==> config.mk <==
export PLATFORM = sky130hd
export DESIGN_NAME = axi_outstanding_limiter
export DESIGN_NICKNAME = d
export VERILOG_FILES = /design/src/rtl/axi_outstanding_limiter.sv
export SDC_FILE = /design/constraint.sdc
export NUM_CORES = 1
export LEC_CHECK = 0
export CORE_MARGIN = 2
export CORE_UTILIZATION = 49
export CTS_CLUSTER_SIZE = 10
export DETAILED_ROUTE_END_ITERATION = 16
export GPL_ROUTABILITY_DRIVEN = 0
export HOLD_SLACK_MARGIN = 0.15
export PLACE_DENSITY = 0.79
export REMOVE_ABC_BUFFERS = 1
export SYNTH_ARGS = -nofsm -noshare
export SYNTH_HDL_FRONTEND = slang
export SYNTH_SLANG_ARGS = --single-unit
==> constraint.sdc <==
create_clock -name clk -period 3.65 [get_ports clk]
set_input_delay 0.73 -clock clk [delete_from_list [all_inputs] [get_ports clk]]
set_output_delay 0.73 -clock clk [all_outputs]
set_load 0.01 [all_outputs]
==> src/rtl/axi_outstanding_limiter.sv <==
// AXI outstanding-burst governor: counts AW->B and AR->R-last in flight
// and withholds AW/AR handshakes while the configured limit is reached.
module axi_outstanding_limiter #(
    parameter int MAX_WR = 8,
    parameter int MAX_RD = 8,
    parameter int CW     = 8
) (
    input  logic          clk,
    input  logic          rst,
    input  logic          s_awvalid,
    output logic          s_awready,
    output logic          m_awvalid,
    input  logic          m_awready,
    input  logic          s_arvalid,
    output logic          s_arready,
    output logic          m_arvalid,
    input  logic          m_arready,
    input  logic          bvalid,
    input  logic          bready,
    input  logic          rvalid,
    input  logic          rready,
    input  logic          rlast,
    output logic [CW-1:0] wr_cnt,
    output logic [CW-1:0] rd_cnt,
    output logic          wr_full,
    output logic          rd_full,
    output logic          err_underflow
);

    logic [CW-1:0] r_wr_cnt;
    logic [CW-1:0] r_rd_cnt;
    logic          r_err;

    logic [CW-1:0] w_wr_nxt;
    logic [CW-1:0] w_rd_nxt;
    logic          w_wr_unf;
    logic          w_rd_unf;
    logic          w_wr_full;
    logic          w_rd_full;
    logic          w_aw_fire;
    logic          w_b_fire;
    logic          w_ar_fire;
    logic          w_rl_fire;

    // Full flags come from registered counts only, so a returning B/R
    // cannot reopen AW/AR within the same cycle.
    assign w_wr_full = (r_wr_cnt == CW'(MAX_WR));
    assign w_rd_full = (r_rd_cnt == CW'(MAX_RD));

    assign m_awvalid = s_awvalid & ~w_wr_full;
    assign s_awready = m_awready & ~w_wr_full;
    assign m_arvalid = s_arvalid & ~w_rd_full;
    assign s_arready = m_arready & ~w_rd_full;

    assign w_aw_fire = m_awvalid & m_awready;
    assign w_b_fire  = bvalid & bready;
    assign w_ar_fire = m_arvalid & m_arready;
    assign w_rl_fire = rvalid & rready & rlast;

    // Next write count; a response with nothing in flight saturates at 0.
    always_comb begin
        w_wr_nxt = r_wr_cnt;
        w_wr_unf = 1'b0;
        if (w_aw_fire && !w_b_fire) begin
            w_wr_nxt = r_wr_cnt + CW'(1);
        end else if (!w_aw_fire && w_b_fire) begin
            if (r_wr_cnt == '0) begin
                w_wr_unf = 1'b1;
            end else begin
                w_wr_nxt = r_wr_cnt - CW'(1);
            end
        end
    end

    // Next read count; only the last R beat retires a burst.
    always_comb begin
        w_rd_nxt = r_rd_cnt;
        w_rd_unf = 1'b0;
        if (w_ar_fire && !w_rl_fire) begin
            w_rd_nxt = r_rd_cnt + CW'(1);
        end else if (!w_ar_fire && w_rl_fire) begin
            if (r_rd_cnt == '0) begin
                w_rd_unf = 1'b1;
            end else begin
                w_rd_nxt = r_rd_cnt - CW'(1);
            end
        end
    end

    // Count and sticky-error registers; error clears only on reset.
    always_ff @(posedge clk or posedge rst) begin
        if (rst) begin
            r_wr_cnt <= '0;
            r_rd_cnt <= '0;
            r_err    <= 1'b0;
        end else begin
            r_wr_cnt <= w_wr_nxt;
            r_rd_cnt <= w_rd_nxt;
            r_err    <= r_err | w_wr_unf | w_rd_unf;
        end
    end

    assign wr_cnt        = r_wr_cnt;
    assign rd_cnt        = r_rd_cnt;
    assign wr_full       = w_wr_full;
    assign rd_full       = w_rd_full;
    assign err_underflow = r_err;

endmodule

==> results, run 1 <==
- The flow ran to the end, and the final reports show no timing, DRC or antenna violations.
- After routing, the total negative slack on setup checks comes to 0 ns.
- The endpoint arrival time on the critical path is ~3.6 ns.
- The initial standard-cell utilization of the core is 0.528.
- The clock edge transition at the registers on the reported setup and hold paths is 0.11 ns.
- Compared with the post-synthesis result, the final layout area differs by 28.6%.
- The cell count after synthesis came out at 146.
- The warning count from the yosys run is 0.
- The total congestion overflow after global routing is 0.
- The share of async-settable or async-resettable flops after synthesis is 1.00.
- The clock drives 17 sinks.
- The cts-stage hold buffer count is 0.
- The top cell type's share of synthesized area is 0.319.
- The floorplan step defined a die boundary enclosing 3150 µm².
- The detailed-routing iteration count for the pre-antenna-repair pass is 5.
- The number of pins with negative max-slew slack in the final report is 0.
- The floorplan has 18 rows.
- After synthesis, the netlist uses 35 different library cells.
- The final number of hold-violating endpoints was 0.
- Summing every instance area after synthesis gives 1330 µm².
- Counting along the longest clock path gives a buffer depth of 2.
- The total power is approximately 0.0014 W.
- The cell leakage power is 0.769 nW.
- Dividing the final minimum period by the clock period gives 0.940.
- Across all layers, the routed design uses 1179 vias.
- The number of antenna violations at the first check in global routing was 0.
- Between clock sinks in the finished design, the worst skew comes to 0.00116 ns.
- Power spread over the standard cell area amounts to 838 nW/µm².
- TritonCTS built the clock tree.
- The most used flip-flop cell after synthesis is sky130_fd_sc_hd__dfrtp_1.
- The required time at the worst-slack endpoint is 3.84 ns.
- The count of state elements after synthesis is 17.
- For this block, the routed nets add up to 3.09 mm of wire.
- The post-CTS repair timing setup buffer count is 0.
- The kind of critical path is reg -> reg.
- The detailed-route DRC error count is 0.
- The I/O pin count is 34.
- After synthesis, the mean cell area works out to 9.13 µm².
- The mean number of vias per cell is roughly 5.6.
- The clock period minus final worst setup slack is between 3 and 4 ns.
- The number of global-route vias before repair came to approximately 1200.
- The post-synthesis sequential area ratio is 0.319.
- In this run the horizontal extent of the chip is 56.2 µm.
- The initial detailed-routing violation count is 16.
- Along the worst path, the maximum fanout reaches 8.
- In this run the number of H-tree levels came out at 1.
- Static timing analysis puts the maximum clock frequency at 292 MHz.
- Setup repair after global routing left no endpoint under its margin.
- The final net count is 212.
- The cell taking the most area after synthesis is sky130_fd_sc_hd__dfrtp_1.
- The overall track demand over capacity in global routing is 0.206.
- The remaining antenna violation count after routing is 0.
- The latest clock arrival within the worst-skew pair is 0.30 ns.
- The pre-CTS worst setup slack is 0.151 ns.
- The core region area is 2520 µm².
- The number of buffers created by CTS is 3.
- Sorting the synthesized cells by area gives the leading types as sky130_fd_sc_hd__dfrtp_1, sky130_fd_sc_hd__ha_1, sky130_fd_sc_hd__o21ai_0.
- Detailed placement ended at an HPWL of 2.37 mm.
- The setup slack of the critical path after layout is ~0.22 ns.
- The worst IR drop on VDD is 0.000563 V.
- The wire length of the first global-routing pass is 5.18 mm.
- The number of input and output port buffers inserted is 33.
- The detail-routed net length per standard cell is 14.7 µm.
- In the final layout, the share of cells above drive strength 1 is 0.0497.
- Gates resized during post-CTS repair numbered 0.
- The number of violations of the max-capacitance limit is 0.
- The actual transition at the worst max-transition pin is 0.702 ns.
- The vertical die dimension is 56.2 µm.
- The category of the worst setup path launch point is a register.
- The number of synthesized flops with an enable pin is 0.
- The flop-to-flop setup slack is 0.22 ns.
- Headroom to the max-slew limit came out at 0.532.
- STA classifies the critical path endpoint as a register.
- The root buffer selected by CTS is sky130_fd_sc_hd__clkbuf_4.
- The type of the most critical hold path is reg -> reg.
- The largest net degree at the start of global routing is 18.
- Setup violations remaining at the end of the flow were counted as 0.
- The antenna cell count is 0.
cells in the final DEF (no fill, tap or decap), drive strengths merged, types with 2 or more instances in the layout:
master,synthesis,layout
o31ai,2,2
nand2b,2,2
a211oi,3,3
xnor2,5,5
a21oi,9,9
nor2,4,4
dfrtp,17,17
nor3,4,4
a31oi,2,2
clkbuf,0,4
ha,17,17
o21ai,13,13
and3,2,2
nand3,3,3
fa,2,2
o21a,3,3
nand2,17,17
nor4,2,2
mux2,2,2
clkdlybuf4s50,0,33
inv,12,12
a21o,3,3
xor2,7,7
and2,4,4
final cells by class:
type | instances | area, µm²
fillers | 223 | 808
inverters | 12 | 45.0
repair buffers | 33 | 330
flip-flops and latches | 17 | 425
multi-input cells | 115 | 850
clock buffers | 4 | 26.3
well taps | 30 | 37.5
synthesized netlist by cell type (3+ instances only):
cell type	instances
sky130_fd_sc_hd__a211oi_1	3
sky130_fd_sc_hd__a21o_1	3
sky130_fd_sc_hd__a21oi_1	9
sky130_fd_sc_hd__and2_1	4
sky130_fd_sc_hd__dfrtp_1	17
sky130_fd_sc_hd__ha_1	17
sky130_fd_sc_hd__inv_1	12
sky130_fd_sc_hd__nand2_1	17
sky130_fd_sc_hd__nand3_1	3
sky130_fd_sc_hd__nor2_1	4
sky130_fd_sc_hd__nor3_1	4
sky130_fd_sc_hd__o21a_1	3
sky130_fd_sc_hd__o21ai_0	13
sky130_fd_sc_hd__xnor2_1	5
sky130_fd_sc_hd__xor2_1	7
flip-flops by register name, summed over array words and instances, names as in the netlist:
name	cells
rd_cnt	8
wr_cnt	8
err_underflow	1
metrics by stage:
| stage | utilization | cells | instance area, µm² | hold slack, ns |
|---|---|---|---|---|
| floorplan | - | 144 | 1320 | 0.512 |
| global placement | 0.669 | 207 | 1690 | 0.475 |
| detailed placement | 0.669 | 207 | 1690 | 0.491 |
| CTS | 0.680 | 211 | 1710 | 0.509 |
| global route | 0.680 | 211 | 1710 | 0.527 |
| finish | 0.680 | 211 | 1710 | 0.506 |
worst max-delay path, stage by stage, from the launching register on:
cell	delay (ns)
sky130_fd_sc_hd__dfrtp_1	0.45
sky130_fd_sc_hd__or4_4	0.57
sky130_fd_sc_hd__nor2_1	0.13
sky130_fd_sc_hd__nand2_1	0.10
sky130_fd_sc_hd__and3_1	0.23
sky130_fd_sc_hd__ha_1	0.26
sky130_fd_sc_hd__inv_2	0.16
sky130_fd_sc_hd__ha_1	0.31
sky130_fd_sc_hd__o211ai_1	0.18
sky130_fd_sc_hd__o21ai_0	0.16
sky130_fd_sc_hd__a31oi_1	0.25
sky130_fd_sc_hd__mux2_2	0.37
sky130_fd_sc_hd__xor2_1	0.15
cell families after synthesis:
group | after synthesis | synth area share
AND/OR/NAND/NOR | 42 | 0.166
AO/OA/AOI/OAI | 40 | 0.186
adder cells (fa/ha/maj) | 19 | 0.190
flip-flops | 17 | 0.319
buffers and inverters | 14 | 0.0432
XOR/XNOR | 12 | 0.0789
multiplexers | 2 | 0.0169
power by group:
part | leakage, nW | switching (W) | total, W | internal [W]
sequential | 0.205 | 0.000124 | 0.000408 | 0.000284
clock | 0.0150 | 0.0000643 | 0.000107 | 0.0000426
combinational | 0.549 | 0.000446 | 0.000922 | 0.000476
total | 0.769 | 0.000634 | 0.00144 | 0.000803
routing by layer:
metal  track usage  part of all wire
met1         0.281              0.49
met2         0.326              0.44
met3        0.0279             0.053
met4        0.0850             0.018
met5             0                 0
path summary, 6_finish.rpt:
path / startpoint / endpoint / depth (start not counted)
hold reg to reg: rd_cnt[7] / rd_cnt[7] / 1
min in group asynchronous: rst / wr_cnt[1] / 2
setup / recovery: wr_cnt[1] / wr_cnt[7] / 12
setup reg to reg: wr_cnt[1] / wr_cnt[7] / 12
max in group asynchronous: rst / rd_cnt[6] / 2
hold / removal: rd_cnt[7] / rd_cnt[7] / 1
(Power assumes the default switching activity.)
==> inputs of run 2 (changes only) <==
--- a/config.mk
+++ b/config.mk
@@ -12,6 +12,7 @@
 export GPL_ROUTABILITY_DRIVEN = 0
 export HOLD_SLACK_MARGIN = 0.15
 export PLACE_DENSITY = 0.79
+export RECOVER_POWER = 50
 export REMOVE_ABC_BUFFERS = 1
 export SYNTH_ARGS = -nofsm -noshare
 export SYNTH_HDL_FRONTEND = slang
==> run 2 against run 1 <==
  * Sequential cell count unchanged
  * First-iteration DRC count unchanged
  * Worst setup slack about the same
  * Register-to-register slack about the same
  * Core utilization unchanged
  * Via count decreased by 0.34%
  * Worst hold slack got worse by 0.0045 ns
  * Clock-buffer cell count unchanged
  * Critical path depth unchanged
  * Critical path type unchanged
==> results, run 2 (synthesis results as in run 1) <==
- The signed area change from the synthesized netlist to the final layout is 28.6% (unchanged).
- STA classifies the critical path startpoint as a register.
- The final number of hold-violating endpoints is 0 (unchanged).
- The number of instances in the placed design is 207 (unchanged).
- The count of H-tree levels built during CTS was 1 (unchanged).
- Setup repair after global routing left no endpoint under its margin.
- The number of input and output port buffers inserted was 33 (unchanged).
- The timing-limited maximum frequency is 292 MHz (about the same).
- The endpoint arrival time on the critical path is 3.62 ns (about the same).
- The worst IR drop on VDD was 0.000553 V (-1.7%).
- The total congestion overflow after global routing was 0 (unchanged).
- The cell count of the worst hold path is 1 (unchanged).
- The number of violations of the max-capacitance limit is 0 (unchanged).
- The slowest stage cell on the critical path is sky130_fd_sc_hd__or4_4.
- The aggregate negative setup slack was 0 ns (unchanged).
- The cell area power density is 824 nW/µm² (-1.7%).
- The detail-routed net length per standard cell is 14.7 µm (+0.16%).
- The post-route clock skew is 0.00151 ns (+0.000354 ns).
- The core region area is 2520 µm² (unchanged).
- The total vias in the final route is 1175 (-0.34%).
- The overall die area came to 3150 µm² (unchanged).
- The run finished with clean final reports.
- The wire length of the first global-routing pass is 5.18 mm (unchanged).
- The length in cells of the worst reg-to-reg path is 12 (unchanged).
- The final cell count without fillers was 211 (unchanged).
- The remaining antenna violation count after routing is 0 (unchanged).
- The worst-path maximum fanout is 8 (unchanged).
- The final worst-path cycle share is 0.940 (about the same).
- The initial detailed-routing violation count is 16 (unchanged).
- The detailed placer's ending HPWL is 2.37 mm (unchanged).
- The final net count was 212 (unchanged).
- The CTS sink count came to 17 (unchanged).
- The max-slew headroom at the worst pin is 0.530 (-0.00179).
- The number of buffers created by CTS is 3 (unchanged).
- The antenna cell count is 0 (unchanged).
- The cell leakage power came to 0.779 nW (+1.3%).
- The required time at the worst-slack endpoint is 3.84 ns (about the same).
- The largest net degree at the start of global routing is 18 (unchanged).
- The critical path's most frequent cell is sky130_fd_sc_hd__ha_1.
- The flop-to-flop setup slack is 0.22 ns (about the same).
- The vertical die dimension is 56.2 µm (unchanged).
- The number of failing setup endpoints in the final timing report was 0 (unchanged).
- TritonCTS built the clock tree.
- The clock period minus final worst setup slack is 3.43 ns (-0.000357 ns).
- The worst reg2reg path startpoint is wr_cnt[1].
- The routed wire length was 3.10 mm (+0.16%).
- The mean number of vias per cell is 5.57 (-0.34%).
- The number of pins with negative max-slew slack in the final report is 0 (unchanged).
- The worst setup path is captured at a register.
- The worst min-delay path endpoint is rd_cnt[7].
- The latest clock arrival within the worst-skew pair is 0.29 ns (about the same).
- The clock edge transition at the registers on the reported setup and hold paths came to 0.11 ns (about the same).
- The floorplan die width is 56.2 µm (unchanged).
- In this run the most critical hold path is launched from rd_cnt[7].
- The number of global-route vias before repair is 1164 (unchanged).
- The post-CTS repair timing setup buffer count was 0 (unchanged).
- The number of buffers and inverters on the critical path is 1 (unchanged).
- The detailed-routing iteration count for the pre-antenna-repair pass came to 5 (unchanged).
- The I/O pin count came to 34 (unchanged).
- Leaving out fill and tap cells, the most frequent cells in the layout are sky130_fd_sc_hd__clkdlybuf4s50_1, sky130_fd_sc_hd__nand2_1, sky130_fd_sc_hd__ha_1, sky130_fd_sc_hd__dfrtp_1, sky130_fd_sc_hd__o21ai_0.
- The number of antenna violations at the first check in global routing is 0 (unchanged).
- The standard-cell row count is 18 (unchanged).
- The kind of critical path is reg -> reg.
- The actual transition at the worst max-transition pin is 0.704 ns (+0.00269 ns).
- The number of buffers between clock root and the deepest sink is 2 (unchanged).
- The end of the worst register-to-register path is wr_cnt[7].
- The share of final-layout standard cells stronger than drive strength 1 is 0.0497 (unchanged).
- The overall track demand over capacity in global routing was 0.206 (unchanged).
- The initial standard-cell utilization of the core is 0.528 (unchanged).
- The min-delay analysis places its worst path in the category reg -> reg.
- The final worst hold slack is 0.502 ns (-0.00451 ns).
- The cell class contributing the biggest share of worst-path delay is simple AND/OR/NAND/NOR gates.
- The delay of the slowest critical-path stage is 0.57 ns (about the same).
- The detailed-route DRC error count came to 0 (unchanged).
- The cts-stage hold buffer count is 0 (unchanged).
- Walking the worst path, the cells encountered are or4_4 -> nor2_1 -> nand2_1 -> and3_1 -> ha_1 -> inv_2 -> ha_1 -> o211ai_1 -> o21ai_0 -> a31oi_1 -> mux2_2 -> xor2_1.
- The leading cell type in the layout, fill and taps excluded is sky130_fd_sc_hd__clkdlybuf4s50_1.
- Clock tree synthesis selected as its root buffer the cell sky130_fd_sc_hd__clkbuf_4.
==> run 2: area by class of cell <==
class,count,area (µm²)
Fill cell,223,808
Sequential cell,17,425
Inverter,12,45.0
Multi-Input combinational cell,115,850
Tap cell,30,37.5
Timing Repair Buffer,33,330
Clock buffer,4,26.3
==> run 2: worst max-delay path by stage <==
| stage | from | to | slack [ns] | cells past startpoint |
|---|---|---|---|---|
| 3_5_place_dp | wr_cnt[1] | wr_cnt[7] | 0.15 | 12 |
| 2_1_floorplan | wr_cnt[1] | wr_cnt[7] | 0.41 | 12 |
| 5_1_grt | wr_cnt[1] | wr_cnt[7] | 0.10 | 12 |
| 6_report | wr_cnt[1] | wr_cnt[7] | 0.22 | 12 |
| 4_1_cts | wr_cnt[1] | wr_cnt[7] | 0.13 | 12 |
| 3_3_place_gp | wr_cnt[1] | wr_cnt[7] | 0.32 | 12 |
==> run 2: through the flow <==
step / setup WS [ns] / utilization / area (µm²) / total power, W
floorplan: 0.411 / - / 1320 / 0.000985
global placement: 0.318 / 0.669 / 1690 / 0.00129
detailed placement: 0.151 / 0.669 / 1690 / 0.00133
CTS: 0.130 / 0.680 / 1710 / 0.00144
global route: 0.104 / 0.680 / 1710 / 0.00154
finish: 0.220 / 0.680 / 1710 / 0.00141
==> run 2: routing by layer <==
metal | global-route usage | share of wire | vias to the layer above
li1 | - | - | 590
met1 | 0.281 | 0.50 | 541
met2 | 0.326 | 0.43 | 40
met3 | 0.0279 | 0.047 | 4
met4 | 0.0850 | 0.018 | 0
met5 | 0 | 0 | -
==> run 2: where the power goes <==
| part | total [W] | internal [W] | switching, W |
|---|---|---|---|
| clock network | 0.000107 | 0.0000426 | 0.0000640 |
| logic | 0.000899 | 0.000454 | 0.000445 |
| registers | 0.000406 | 0.000284 | 0.000122 |
| total | 0.00141 | 0.000780 | 0.000632 |
==> run 2: repair_timing <==
action                                  4_1_cts  5_1_grt
endpoints found under the hold margin         0        0
gates resized for setup                       0        1
endpoints found under the setup margin        0        1
==> inputs of run 3 (changes only) <==
--- a/config.mk
+++ b/config.mk
@@ -10,7 +10,6 @@
 export CTS_CLUSTER_SIZE = 10
 export DETAILED_ROUTE_END_ITERATION = 16
 export GPL_ROUTABILITY_DRIVEN = 0
-export HOLD_SLACK_MARGIN = 0.15
 export PLACE_DENSITY = 0.79
 export RECOVER_POWER = 50
 export REMOVE_ABC_BUFFERS = 1
==> results of run 3 <==
Final layout, timing and power as in run 2 (identical DEF).
